--- src/rtl/mem_port_arbiter_if.sv ---
// Bundle between the fetch/load-store requesters, the shared memory port and the arbiter.
// Latency: none, wires only.
// Backpressure: requesters hold req until their done pulse; the memory stalls with mem_ready.
interface mem_port_arbiter_if #(
  parameter int ADDR_W = 32,
  parameter int DATA_W = 32
);
  // Requester side
  logic              req0;
  logic [ADDR_W-1:0] addr0;
  logic              req1;
  logic [ADDR_W-1:0] addr1;
  logic              we1;
  logic [DATA_W-1:0] wd1;
  // Memory side
  logic [DATA_W-1:0] mem_rd;
  logic              mem_ready;
  logic              mem_en;
  logic              mem_we;
  logic [ADDR_W-1:0] mem_addr;
  logic [DATA_W-1:0] mem_wd;
  // Arbiter results
  logic              sel;
  logic [DATA_W-1:0] rd;
  logic              done0;
  logic              done1;

  // Arbiter view
  modport slave (
    input  req0, addr0, req1, addr1, we1, wd1, mem_rd, mem_ready,
    output mem_en, mem_we, mem_addr, mem_wd, sel, rd, done0, done1
  );

  // Requester/memory view
  modport master (
    output req0, addr0, req1, addr1, we1, wd1, mem_rd, mem_ready,
    input  mem_en, mem_we, mem_addr, mem_wd, sel, rd, done0, done1
  );
endinterface

--- src/rtl/mem_port_arbiter.sv ---
// Round-robin arbiter/sequencer for the shared memory port (fetch = port 0, load/store = port 1).
// Latency: grant to mem_en 1 cycle; mem_ready to done/rd 1 cycle; 3 cycles minimum per access.
// Backpressure: losing requester waits with req held; memory stalls the access by holding mem_ready low.
module mem_port_arbiter #(
  parameter int ADDR_W = 32,
  parameter int DATA_W = 32
) (
  input logic               clk,
  input logic               rst,
  mem_port_arbiter_if.slave bus
);

  typedef enum logic [1:0] {
    IDLE = 2'd0,
    BUSY = 2'd1,
    DONE = 2'd2
  } state_t;

  state_t            state_q;
  logic              sel_q;     // mux select, frozen from grant until the next grant
  logic              last_q;    // most recently granted port, breaks ties
  logic              mem_en_q;
  logic              done0_q;
  logic              done1_q;
  logic [DATA_W-1:0] rd_q;

  logic              any_req;
  logic              grant_port;
  logic [ADDR_W-1:0] addr_mux;

  // Pick the winner for an IDLE-cycle grant: a lone requester wins, a tie goes to the port not served last.
  always_comb begin
    any_req = bus.req0 | bus.req1;
    if (bus.req0 && bus.req1) begin
      grant_port = ~last_q;
    end else begin
      grant_port = bus.req1;
    end
  end

  // Access sequencer: IDLE grants, BUSY waits on the memory, DONE pulses the winner's done.
  always_ff @(posedge clk) begin
    if (rst) begin
      state_q  <= IDLE;
      sel_q    <= 1'b0;
      last_q   <= 1'b1;   // fetch wins the first tie
      mem_en_q <= 1'b0;
      done0_q  <= 1'b0;
      done1_q  <= 1'b0;
      rd_q     <= '0;
    end else begin
      case (state_q)
        IDLE: begin
          done0_q <= 1'b0;
          done1_q <= 1'b0;
          if (any_req) begin
            sel_q    <= grant_port;
            last_q   <= grant_port;
            mem_en_q <= 1'b1;
            state_q  <= BUSY;
          end
        end
        BUSY: begin
          // Read data is captured on stores too; the requester simply ignores it.
          if (bus.mem_ready) begin
            rd_q     <= bus.mem_rd;
            mem_en_q <= 1'b0;
            done0_q  <= ~sel_q;
            done1_q  <= sel_q;
            state_q  <= DONE;
          end
        end
        DONE: begin
          // Requests raised during BUSY/DONE are only considered from the next IDLE cycle.
          done0_q <= 1'b0;
          done1_q <= 1'b0;
          state_q <= IDLE;
        end
        default: begin
          mem_en_q <= 1'b0;
          done0_q  <= 1'b0;
          done1_q  <= 1'b0;
          state_q  <= IDLE;
        end
      endcase
    end
  end

  // Address/data muxes in front of the memory follow the registered select.
  always_comb begin
    addr_mux = sel_q ? bus.addr1 : bus.addr0;
  end

  assign bus.mem_en   = mem_en_q;
  assign bus.mem_we   = mem_en_q & sel_q & bus.we1;
  assign bus.mem_addr = addr_mux;
  assign bus.mem_wd   = bus.wd1;
  assign bus.sel      = sel_q;
  assign bus.rd       = rd_q;
  assign bus.done0    = done0_q;
  assign bus.done1    = done1_q;

  // Completion pulses are exclusive.
  a_done_onehot: assert property (@(posedge clk) disable iff (rst) !(done0_q && done1_q));
  // Fetch never writes memory.
  a_we_data_only: assert property (@(posedge clk) disable iff (rst) bus.mem_we |-> sel_q);
  // The port is enabled for the whole of every access.
  a_busy_en: assert property (@(posedge clk) disable iff (rst) (state_q == BUSY) |-> mem_en_q);

endmodule

--- src/flat_wrapper.sv ---
// flat-port wrapper written by rule: the top's interface ports become plain ports
module mem_port_arbiter_flat 
#(
  parameter int ADDR_W = 32,
  parameter int DATA_W = 32
)
  (clk, rst, bus_req0, bus_addr0, bus_req1, bus_addr1, bus_we1, bus_wd1, bus_mem_rd, bus_mem_ready, bus_mem_en, bus_mem_we, bus_mem_addr, bus_mem_wd, bus_sel, bus_rd, bus_done0, bus_done1);
  mem_port_arbiter_if #(.ADDR_W(ADDR_W), .DATA_W(DATA_W)) bus_i ();
  input logic clk;
  input logic rst;
  input wire logic [$bits(bus_i.req0)-1:0] bus_req0;
  input wire logic [$bits(bus_i.addr0)-1:0] bus_addr0;
  input wire logic [$bits(bus_i.req1)-1:0] bus_req1;
  input wire logic [$bits(bus_i.addr1)-1:0] bus_addr1;
  input wire logic [$bits(bus_i.we1)-1:0] bus_we1;
  input wire logic [$bits(bus_i.wd1)-1:0] bus_wd1;
  input wire logic [$bits(bus_i.mem_rd)-1:0] bus_mem_rd;
  input wire logic [$bits(bus_i.mem_ready)-1:0] bus_mem_ready;
  output wire logic [$bits(bus_i.mem_en)-1:0] bus_mem_en;
  output wire logic [$bits(bus_i.mem_we)-1:0] bus_mem_we;
  output wire logic [$bits(bus_i.mem_addr)-1:0] bus_mem_addr;
  output wire logic [$bits(bus_i.mem_wd)-1:0] bus_mem_wd;
  output wire logic [$bits(bus_i.sel)-1:0] bus_sel;
  output wire logic [$bits(bus_i.rd)-1:0] bus_rd;
  output wire logic [$bits(bus_i.done0)-1:0] bus_done0;
  output wire logic [$bits(bus_i.done1)-1:0] bus_done1;
  assign bus_i.req0 = bus_req0;
  assign bus_i.addr0 = bus_addr0;
  assign bus_i.req1 = bus_req1;
  assign bus_i.addr1 = bus_addr1;
  assign bus_i.we1 = bus_we1;
  assign bus_i.wd1 = bus_wd1;
  assign bus_i.mem_rd = bus_mem_rd;
  assign bus_i.mem_ready = bus_mem_ready;
  assign bus_mem_en = bus_i.mem_en;
  assign bus_mem_we = bus_i.mem_we;
  assign bus_mem_addr = bus_i.mem_addr;
  assign bus_mem_wd = bus_i.mem_wd;
  assign bus_sel = bus_i.sel;
  assign bus_rd = bus_i.rd;
  assign bus_done0 = bus_i.done0;
  assign bus_done1 = bus_i.done1;
  mem_port_arbiter #(.ADDR_W(ADDR_W), .DATA_W(DATA_W)) u_core (.clk(clk), .rst(rst), .bus(bus_i));
endmodule
--- config.mk ---
export PLATFORM = sky130hd
export DESIGN_NAME = mem_port_arbiter_flat
export DESIGN_NICKNAME = d
export VERILOG_FILES = /design/src/rtl/mem_port_arbiter_if.sv /design/src/rtl/mem_port_arbiter.sv /design/src/flat_wrapper.sv
export SDC_FILE = /design/constraint.sdc
export NUM_CORES = 1
export LEC_CHECK = 0
export CAP_MARGIN = 20
export CORE_MARGIN = 5
export CORE_UTILIZATION = 27
export DETAILED_ROUTE_END_ITERATION = 8
export PLACE_DENSITY = 0.8
export RECOVER_POWER = 100
export SKIP_LAST_GASP = 1
export SLEW_MARGIN = 30
export SYNTH_ARGS = -nofsm -noshare
export SYNTH_HDL_FRONTEND = slang
export SYNTH_SLANG_ARGS = --single-unit
--- constraint.sdc ---
create_clock -name clk -period 1.45 [get_ports clk]
set_input_delay 0.29 -clock clk [delete_from_list [all_inputs] [get_ports clk]]
set_output_delay 0.29 -clock clk [all_outputs]
set_load 0.03 [all_outputs]
# After elaboration in Yosys (flattened, before gate mapping)
# Cells that the tools add are included.
[classes]
n_eq_ne = 4
muxes = 8
bitwise_logic = 7
reduce_logical = 7
[ops]
columns = ["op", "n"]
rows = [
  ["32-bit 2-to-1 mux", 1],
  ["2-bit AND reduction", 3],
  ["2-bit 2-to-1 mux", 2],
  ["1-bit inverter", 4],
  ["2-bit case mux with 2 select lines", 1],
  ["1-bit 2-to-1 mux", 3],
  ["1-bit case mux with 3 select lines", 1],
  ["3-bit AND reduction", 1],
  ["1-bit bitwise AND", 2],
  ["2-bit by 1-bit == test with 1-bit output, second input constant", 1],
  ["2-bit == test, second input constant", 1],
  ["2-bit zero test", 1],
  ["2-bit by 1-bit != test with 1-bit output, second input constant", 1],
  ["2-bit != test, second input constant", 1],
  ["2-bit OR reduction", 1],
  ["1-bit logical AND", 1],
  ["1-bit OR", 1],
]
[totals]
register_bits = 39
input_bits = 134
output_inout_bits = 101
word_cells = 33

# Depth between registers and ports, before layout
[depth]
ltp_word = 3
ltp_mapped = 6
depth_no_buf = 3

# Least setup slack after synthesis
# Ideal clock, no wire load.
[synth_path]
path_kind = "reg-to-output"
from = "reg u_core.sel_q (netlist: u_core.bus.sel)"
to = "out bus_mem_addr[0]"
t_arrival_ps = 1384
required_ps = 1160
path_slack_ps = -224
stages_incl_launch_ff = 4
path_buffers = 2
cell_sequence = "dfxtp_1 -> buf_2 -> buf_2 -> mux2_2"
[synth_via]
elab_chain_len = 1
[synth_lines]
columns = ["element", "line_no", "rtl"]
rows = [
  ["start: declaration", "mem_port_arbiter.sv:20", "logic sel_q;"],
  ["start signal: assignment", "mem_port_arbiter.sv:57", "sel_q <= grant_port;"],
  ["32-bit 2-to-1 mux", "mem_port_arbiter.sv:91", "addr_mux = sel_q ? bus.addr1 : bus.addr0;"],
  ["end: declaration", "flat_wrapper.sv:21", "output wire logic [$bits(bus_i.mem_addr)-1:0] bus_mem_addr;"],
]
# No other way between the ends.

# Worst setup path after layout
[layout_path]
from = "reg u_core.sel_q (netlist: u_core.bus.sel)"
to = "out bus_mem_addr[7]"
# Same word-level chain as after synthesis.

==> results by group <==
Timing
  • Setup Skew: slightly above 7 ps
  • Least-Margin Pin Slew: 342 ps
  • Max Freq: around 600 MHz
  • Fin Setup TNS: -6110 ps
  • Crit share post-route: 115%
  • Slew HR: approximately 77%
  • Final setup viols: 33
  • Minimum clock period: around 1700 ps
  • Hold WS: around 450 ps
  • Final Slew Violations: 0
  • Hold Vio Cnt, Final: 0
  • Final worst slack: -213 ps
  • RSZ-0062 raised after global routing: yes

Global route
  • Pin count of the biggest net entering global routing: 23
  • First-pass GRT wire length: between 10000 and 15000 um
  • Vias in the first global route: between 2000 and 2500
  • GR Overflow Total: 0
  • Initial antenna violation count: 0
  • Overall routing resource usage: around 16%

Detailed routing
  • Iter 0 DRT Violations: just under 60
  • Post-route ant nets: 0
  • Vias per cell: 4.45
  • Detailed Route WL: just under 8000 um
  • DRC Markers: 0
  • Drt first pass iters: 4
  • Routed WL per cell: about 16 um
  • Vias: approximately 2100

Final layout
  • Total Nets Final: between 500 and 600
  • Post-Layout Cell Count: roughly 480
  • Diode count: 0
  • Area Growth Syn to Fin: 80.0%
  • Share of layout cells above drive strength 1: approximately a quarter
  • Post-route cell area: 3670 um^2
  • Post-layout utilization of the core: between 50% and 60%

Critical path
  • CP cell instances: buf_12, mux2_2, buf_4
  • Data required time of the worst path: between 1000 and 1500 ps
  • Max FO, Critical Path: 11
  • Top cell family by delay on the critical path: flip-flops
  • Critical Path AT: 1370 ps
  • Slowest-stage cell, CP: dfxtp_4
  • Max stage delay on crit path: 420 ps
  • Crit path kind: flip-flop to primary output
  • Number of buffers and inverters on the critical path: 2
  • Startpoint types: flip-flop
  • CP Capture Type: primary output

Power
  • Int Pwr: ~2.1 mW
  • Lkg Pwr: roughly 1.6 nW
  • PwrDens: ~810 nW/um^2
  • Switching power: ~0.91 mW
  • Sequential cell fraction of total power: 39.0%
  • Switching Fraction: 30.7%
  • Tot Pwr: between 2 and 3 mW
  • Combinational cell fraction of total power: a little over a third
  • Max VDD drop: roughly 0.82 mV
  • Clock share of power: between 20% and 30%

Clocking
  • Clk pin slew, worst setup/hold paths: ~70 ps
  • Num CTS Buffers: 5
  • Clk sinks: 39
  • CTS Root Cell: clkbuf_8
  • Worst-case clock buffer depth: 2
  • CTS tree: done
  • H-tree level count: 2
  • Hold-fix buffers at CTS: 0
  • Worst-Skew Late Latency: 280 ps

Yosys
  • Mapped Area: around 2000 um^2
  • Netlist cell types: 26
  • Seq cells post-synth: 39
  • Syn Area/Cell: between 8 and 9 um^2
  • Post-Syn Instances: 240
  • Seq/Total Area, Yosys: 38.3%
  • Synth warnings: 0
  • Syn nets: 374

Floorplan
  • Chip Height: about 97 um
  • Starting Density: roughly 28%
  • Die area: approximately 9400 um^2
  • FP Rows: 31
  • Width of the die: approximately 97 um
  • Core Area: roughly 7300 um^2
  • # IOs: approximately 240

Placement
  • Place WS: -392 ps
  • I/O Buffers: 170
  • Placed cells: 472
  • Routability cong.: between 0.8 and 0.9
  • Post-DP HPWL: 6260 um
  • Dpl cell area: roughly 3600 um^2

Worst hold path
  • Min-delay worst type: flip-flop to flip-flop

Job
  • Maxcap violations: 0

Status
  • Failing checks: setup timing
  • Outcome: finished with violations
==> cell usage after synthesis <==
| cell type | number | area (um^2) |
|---|---|---|
| buf_1 | 1 | 3.75 |
| a21oi_2 | 4 | 35.0 |
| o21ai_0 | 1 | 5.00 |
| and3_1 | 1 | 6.26 |
| inv_1 | 1 | 3.75 |
| mux2_2 | 32 | 360 |
| a31oi_1 | 1 | 6.26 |
| dfxtp_1 | 39 | 781 |
| nand2_1 | 68 | 255 |
| nor3_1 | 1 | 5.00 |
| clkbuf_2 | 1 | 5.00 |
| nand3b_1 | 1 | 7.51 |
| buf_6 | 3 | 33.8 |
| o311a_1 | 1 | 10.0 |
| nand2b_1 | 1 | 6.26 |
| a21oi_1 | 28 | 140 |
| or3b_1 | 1 | 8.76 |
| a32oi_1 | 1 | 8.76 |
| nor2b_1 | 1 | 6.26 |
| clkbuf_1 | 3 | 11.3 |
| mux2i_1 | 2 | 20.0 |
| buf_4 | 32 | 240 |
| buf_2 | 8 | 40.0 |
| and3b_1 | 1 | 8.76 |
| a221o_1 | 1 | 10.0 |
| nor2_1 | 6 | 22.5 |
==> flip-flops by register name, summed over array words and instances, names as in the netlist <==
signal	count
u_core.bus.rd	32
u_core.bus.done1	1
u_core.state_q	2
u_core.bus.done0	1
u_core.bus.mem_en	1
u_core.bus.sel	1
u_core.last_q	1
==> metal layers <==
| metal | track usage [%] | routed length, um | up-vias | share of wire, % |
|---|---|---|---|---|
| li1 | - | - | 1042 | - |
| met1 | 17.3 | 3070 | 952 | 40 |
| met2 | 27.3 | 3730 | 140 | 48 |
| met3 | 7.41 | 765 | 14 | 9.9 |
| met4 | 4.64 | 175 | 0 | 2.3 |
| met5 | 0 | 0 | - | 0 |
==> power by group through the flow <==
stage	registers, mW	clock network (mW)	logic (mW)
after detailed placement	1.19	0	1.11
final	1.16	0.727	1.09
after floorplan	1.28	0	0.610
after global placement	1.18	0	1.10
after global routing	1.17	0.804	1.15
after CTS	1.16	0.759	1.12
==> cell usage in the layout (no fill, tap or decap), types with 2 or more instances in the layout <==
| master | count |
|---|---|
| dlygate4sd3_1 | 2 |
| clkdlybuf4s50_1 | 99 |
| buf_4 | 38 |
| nor2_1 | 6 |
| clkbuf_8 | 6 |
| a21oi_1 | 30 |
| clkbuf_4 | 2 |
| nand2_1 | 68 |
| dlygate4sd2_1 | 35 |
| dfxtp_1 | 38 |
| a21oi_2 | 2 |
| mux2_4 | 2 |
| mux2i_1 | 2 |
| buf_12 | 4 |
| mux2_2 | 30 |
==> area by class of cell <==
| type | instances | area, um^2 |
|---|---|---|
| fill | 718 | 3620 |
| timing repair buffer | 185 | 1750 |
| multi-input combinational | 152 | 922 |
| sequential | 39 | 785 |
| tap | 99 | 124 |
| clock buffer | 6 | 82.6 |
| clock inverter | 1 | 5.00 |
| inverter | 1 | 3.75 |
==> worst min-delay path: cells and delay by family, from the launching register on <==
family / cells / cell delay [ps]
flip-flops: 1 / 310
AND/OR/NAND/NOR: 1 / 50
AO/OA/AOI/OAI: 1 / 50
==> logic make-up after synthesis <==
group	Yosys count	share of synthesized area [%]
buffers and inverters	49	16.6
and+or+nand+nor	81	16.0
DFF	39	38.3
AOI/OAI and AO/OA	37	10.5
muxes	34	18.6
==> timing repair <==
action | CTS | global route
setup endpoints to repair | 69 | 33
setup buffers | 3 | 0
gates cloned | 1 | 0
resized for setup | 55 | 0
==> final timing paths <==
kind	start	to	slack, ps	cells past startpoint
min reg2reg	u_core.bus.rd[30]	u_core.bus.rd[30]	450	2
max reg2reg	u_core.state_q[0]	u_core.bus.rd[18]	190	4
min	u_core.bus.rd[30]	u_core.bus.rd[30]	450	2
max	u_core.bus.sel	bus_mem_addr[7]	-210	3
Note: power is estimated with default switching activity, not from simulation.
